==> config.mk <==
export PLATFORM = sky130hd
export DESIGN_NAME = axis_adder_pipe
export DESIGN_NICKNAME = d
export VERILOG_FILES = /design/src/rtl/axis_adder_pipe.sv
export SDC_FILE = /design/constraint.sdc
export NUM_CORES = 1
export LEC_CHECK = 0
export CELL_PAD_IN_SITES_DETAIL_PLACEMENT = 1
export CELL_PAD_IN_SITES_GLOBAL_PLACEMENT = 1
export CORE_MARGIN = 2
export CORE_UTILIZATION = 35
export CTS_BUF_LIST = sky130_fd_sc_hd__clkbuf_16
export DETAILED_ROUTE_END_ITERATION = 10
export PLACE_DENSITY = 0.76
export SYNTH_ARGS = -nofsm -noshare
export SYNTH_HDL_FRONTEND = slang
export SYNTH_SLANG_ARGS = --single-unit
==> constraint.sdc <==
create_clock -name clk -period 1.46 [get_ports clk]
set_input_delay 0.219 -clock clk [delete_from_list [all_inputs] [get_ports clk]]
set_output_delay 0.219 -clock clk [all_outputs]
set_load 0.05 [all_outputs]
==> src/rtl/axis_adder_pipe.sv <==
// axis_adder_pipe: two-stage AXI-Stream adder summing c_OPERANDS packed operands.
// Stage 1 forms the full-precision sum, stage 2 narrows it to c_OUT_WIDTH and
// flags out-of-range results on m_axis_tuser.
// Optional build macro: AXIS_ADDER_SAT_EN (saturate instead of wrap in stage 2).
module axis_adder_pipe #(
    parameter int c_WIDTH     = 8,
    parameter int c_OPERANDS  = 2,
    parameter int c_SIGNED    = 0,
    parameter int c_OUT_WIDTH = 9
) (
    input  logic                            clk,
    input  logic                            rst,
    input  logic [c_OPERANDS*c_WIDTH-1:0]   s_axis_tdata,
    input  logic                            s_axis_tvalid,
    output logic                            s_axis_tready,
    output logic [c_OUT_WIDTH-1:0]          m_axis_tdata,
    output logic                            m_axis_tvalid,
    input  logic                            m_axis_tready,
    output logic                            m_axis_tuser
);

    // Full-precision width: cannot overflow for c_OPERANDS operands.
    localparam int FW = c_WIDTH + $clog2(c_OPERANDS);
    // Common width wide enough for both the full sum and the result.
    localparam int XW = (c_OUT_WIDTH > FW) ? c_OUT_WIDTH : FW;

    logic                   v1_q;
    logic [FW-1:0]          sum1_q;
    logic [FW-1:0]          sum1_d;
    logic                   v2_q;
    logic [c_OUT_WIDTH-1:0] tdata_q;
    logic [c_OUT_WIDTH-1:0] tdata_d;
    logic                   tuser_q;
    logic                   tuser_d;
    logic [c_WIDTH-1:0]     op;
    logic                   ready2;
    logic                   in_hs;
    logic                   mv12;
    logic [XW-1:0]          ext;
    logic                   ovf;

    // Ready chain: a stage can take data when empty or when its beat leaves.
    assign ready2        = !v2_q || m_axis_tready;
    assign s_axis_tready = !v1_q || ready2;
    assign in_hs         = s_axis_tvalid && s_axis_tready;
    assign mv12          = v1_q && ready2;

    // Extend each operand to FW and accumulate.
    always_comb begin
        sum1_d = '0;
        op     = '0;
        for (int k = 0; k < c_OPERANDS; k++) begin
            op = s_axis_tdata[k*c_WIDTH +: c_WIDTH];
            if (c_SIGNED != 0)
                sum1_d = sum1_d + {{(FW-c_WIDTH){op[c_WIDTH-1]}}, op};
            else
                sum1_d = sum1_d + {{(FW-c_WIDTH){1'b0}}, op};
        end
    end

    // Bring the stage-1 sum to the common width XW.
    generate
        if (XW > FW) begin : g_ext
            assign ext = (c_SIGNED != 0) ? {{(XW-FW){sum1_q[FW-1]}}, sum1_q}
                                         : {{(XW-FW){1'b0}}, sum1_q};
        end else begin : g_noext
            assign ext = sum1_q;
        end
    endgenerate

    // Out of range when the bits above the result do not merely extend it.
    generate
        if (XW > c_OUT_WIDTH) begin : g_ovf
            if (c_SIGNED != 0) begin : g_s
                assign ovf = !((&ext[XW-1:c_OUT_WIDTH-1]) || !(|ext[XW-1:c_OUT_WIDTH-1]));
            end else begin : g_u
                assign ovf = |ext[XW-1:c_OUT_WIDTH];
            end
        end else begin : g_noovf
            assign ovf = 1'b0;
        end
    endgenerate

`ifdef AXIS_ADDER_SAT_EN
    // Saturating reduction: clamp to the nearest representable extreme.
    always_comb begin
        tdata_d = ext[c_OUT_WIDTH-1:0];
        tuser_d = ovf;
        if (ovf) begin
            if (c_SIGNED != 0) begin
                if (ext[XW-1]) begin
                    tdata_d                = '0;
                    tdata_d[c_OUT_WIDTH-1] = 1'b1;
                end else begin
                    tdata_d                = '1;
                    tdata_d[c_OUT_WIDTH-1] = 1'b0;
                end
            end else begin
                tdata_d = '1;
            end
        end
    end
`else
    // Wrapping reduction: keep the low bits, flag the wrap.
    always_comb begin
        tdata_d = ext[c_OUT_WIDTH-1:0];
        tuser_d = ovf;
    end
`endif

    // Stage 1: capture the full sum on an input handshake.
    always_ff @(posedge clk or posedge rst) begin
        if (rst) begin
            v1_q   <= 1'b0;
            sum1_q <= '0;
        end else begin
            if (s_axis_tready) v1_q <= s_axis_tvalid;
            if (in_hs)         sum1_q <= sum1_d;
        end
    end

    // Stage 2: output register, held while the consumer stalls.
    always_ff @(posedge clk or posedge rst) begin
        if (rst) begin
            v2_q    <= 1'b0;
            tdata_q <= '0;
            tuser_q <= 1'b0;
        end else begin
            if (ready2) v2_q <= v1_q;
            if (mv12) begin
                tdata_q <= tdata_d;
                tuser_q <= tuser_d;
            end
        end
    end

    assign m_axis_tvalid = v2_q;
    assign m_axis_tdata  = tdata_q;
    assign m_axis_tuser  = tuser_q;

endmodule

==> impl_metrics.tcl <==
set metrics [dict create \
    finalMaxSlewViolations 0 \
    failed_checks "negative setup slack" \
    dpl_cell_area_sq_mm 0.001745 \
    syn_nets 129 \
    async_reset_ff_share_pct 100.0 \
    ys_seq_area_share_pct 45.45 \
    synthCells 100 \
    layout-drive-gt1-share_pct 47.47 \
    drt_iter0_drc 15 \
    setup_viol 2 \
    cts.sinks 20 \
    synth_edf_count 0 \
    synth_top_family_by_area "compound AO/OA/AOI/OAI gates" \
    ys_types 36 \
    end_kind "flip-flop" \
    routed_wl_um 3767 \
    io_pins 32 \
    wl_per_cell_um 18.65 \
    syn_avg_cell_area_sq_um 11.01 \
    port-buffer-count 30 \
    start_util_pct 36.36 \
    p_leak_uw 0.0009025 \
    vias 1058 \
    peakVddDrop_v 0.0004509 \
    cts_inserted_buffers 3 \
    grt_antenna_before_repair 0 \
    htree_levels 1 \
    total_power_uw 2617 \
    period_minus_slack_ns 1.507 \
    cts-hold-fix-buffers 0 \
    timing.final.crit_share_pct 103.2 \
    clockBufferDepth 2 \
    grt_max_degree 21 \
    dp.final_hpwl_um 2297 \
    drv_cap 0 \
    drtPass1Iterations 4 \
    ys_top_cells_by_area "dfrtp_1 45%, mux2_2 9.2%, ha_1 9.1%, nand2_1 5.1%, nand2b_1 2.3%" \
    critPathRequiredTime_ns 1.65 \
    drc_errors 0 \
    grt_pass1_wl_um 5582 \
    place_congestion 0.7346 \
    dieArea_sq_mm 0.003611 \
    synth_xor_area_share_pct 1.591 \
    cp-start-kind "primary input" \
    clock.fmax_mhz 663.7 \
    synthFlopType "dfrtp_1" \
    clock_latency_ns 0.25 \
    synthAdderAreaFrac_pct 10.91 \
    fp.coreArea_sq_mm 0.003028 \
    placed_cells 193 \
    yosysMostFrequentCell "dfrtp_1" \
    post-route-util_pct 65.83 \
    synthMuxAreaShare_pct 9.205 \
    root_buffer "clkbuf_16" \
    hold_viol 0 \
    cp_data_arrival_time_ns 1.70 \
    die_h_um 60.09 \
    ant_nets 0 \
    yosys_warnings 0 \
    path_clk_slew_ns 0.06 \
    via_per_inst 5.238 \
    yosys-top-cells-count "20 x dfrtp_1, 15 x nand2_1, 9 x mux2_2, 8 x ha_1" \
    first_global_vias 1193 \
    gr-total-overflow 0 \
    outcome "complete, but fails checks" \
    num_rows 20 \
    synthToLayoutAreaGrowth_pct 81.02 \
    tritoncts "yes" \
    yosysTopAreaCell "dfrtp_1" \
    synth_area_sq_mm 0.001101 \
    powerDensity_mw_per_mm2 1313 \
    instances_no_fill 202 \
    path_class "primary input to flip-flop" \
    fin_nets 188 \
    yosys.area_share.simple_pct 13.52 \
    dieWidth_um 60.09 \
    min_path_type "primary input to asynchronous set/reset pin" \
    yosys_register_bits 20 \
    rsz0062_at_grt "yes" \
    yosys.area.top_type_share_pct 45.45 \
    skew_ns 0.006595 \
    grt.total_usage_pct 21.24 \
    insertedDiodeCount 0 \
    setup_ws_ns -0.04668 \
    post-route-cell-area_sq_mm 0.001993 \
    crit_fanout 3 \
    synth_compound_area_share_pct 16.25 \
]
[layer usage]
layer / track usage [%] / vias to the layer above / routed length (um)
li1: - / 481 / -
met1: 23.53 / 536 / 1472
met2: 39.91 / 31 / 2047
met3: 2.597 / 10 / 149
met4: 9.206 / 0 / 98
met5: 0 / - / 0
[sequential cells by signal (all words and copies together) (netlist names)]
name / flops
m_axis_tvalid: 1
m_axis_tdata: 9
v1_q: 1
ext: 9
[worst paths after layout]
kind,startpoint,slack [ns],end,cells after the start
hold / removal,rst,0.29,m_axis_tdata[5],3
max in group asynchronous,rst,0.94,m_axis_tvalid,3
setup / recovery,s_axis_tdata[8],-0.05,ext[6],8
setup reg to reg,m_axis_tvalid,0.14,ext[7],4
min in group clk,s_axis_tdata[0],0.32,ext[0],4
hold reg to reg,ext[1],0.50,ext[1],2
[cell type report]
class	count	area (sq um)
flip-flops and latches	20	501.7
clock inverters	1	3.754
repair buffers	57	625.6
clock buffers	3	75.07
inverters	3	11.26
multi-input cells	74	720.7
fillers	308	1035
well taps	44	55.05
[stage by stage]
stage                     hold slack, ns  setup WS, ns  TNS (ns)
final                             0.2938      -0.04668  -0.05734
after global routing              0.3327      -0.06734   -0.1227
after CTS                         0.3046      -0.04416  -0.06420
after detailed placement          0.4678       -0.7159    -4.206
after global placement            0.4584       -0.5693    -3.438
after floorplan                   0.1828      -0.04979  -0.09480
[kinds of logic (layout without fill, tap and decap cells)]
family / after synthesis / after routing
xor gates and xnor gates: 2 / 2
adders and majority gates: 9 / 9
muxes: 9 / 9
and+or+nand+nor: 28 / 28
other: 1 / 1
AOI/OAI and AO/OA: 25 / 25
buffers and inverters: 6 / 64
DFF: 20 / 20
[cells in the final DEF (no fill, tap or decap), types with 2 or more instances in the layout]
master and count:
buf_4 24, dfrtp_1 19, nand2_1 13, buf_12 12, mux2_2 9, clkdlybuf4s50_1 7
dlygate4sd2_1 7, ha_4 6, inv_1 4, nand2b_1 4, buf_6 4, clkbuf_16 3
and2_1 2, o21ai_0 2, a21oi_2 2, nand2_4 2, o21ai_2 2, o31ai_2 2
o211ai_1 2, o21a_1 2, ha_1 2
[report_power, final]
group,switching [uW],total (uW),internal [uW]
clock network,211,576,365
logic,595,1230,632
registers,125,814,689
[critical path, cell delays in order]
cell,delay [ns]
buf_6,0.10
ha_4,0.15
fa_2,0.39
a21oi_4,0.17
buf_4,0.14
o21ai_2,0.07
o31ai_2,0.25
a31o_1,0.20
[what timing repair did]
action | in CTS | in global routing
resized for setup | 42 | 7
setup endpoints to repair | 7 | 6
pin swaps | 14 | 9
gates cloned | 0 | 0
setup buffers | 3 | 2
Power figures use the tool's default switching activity.
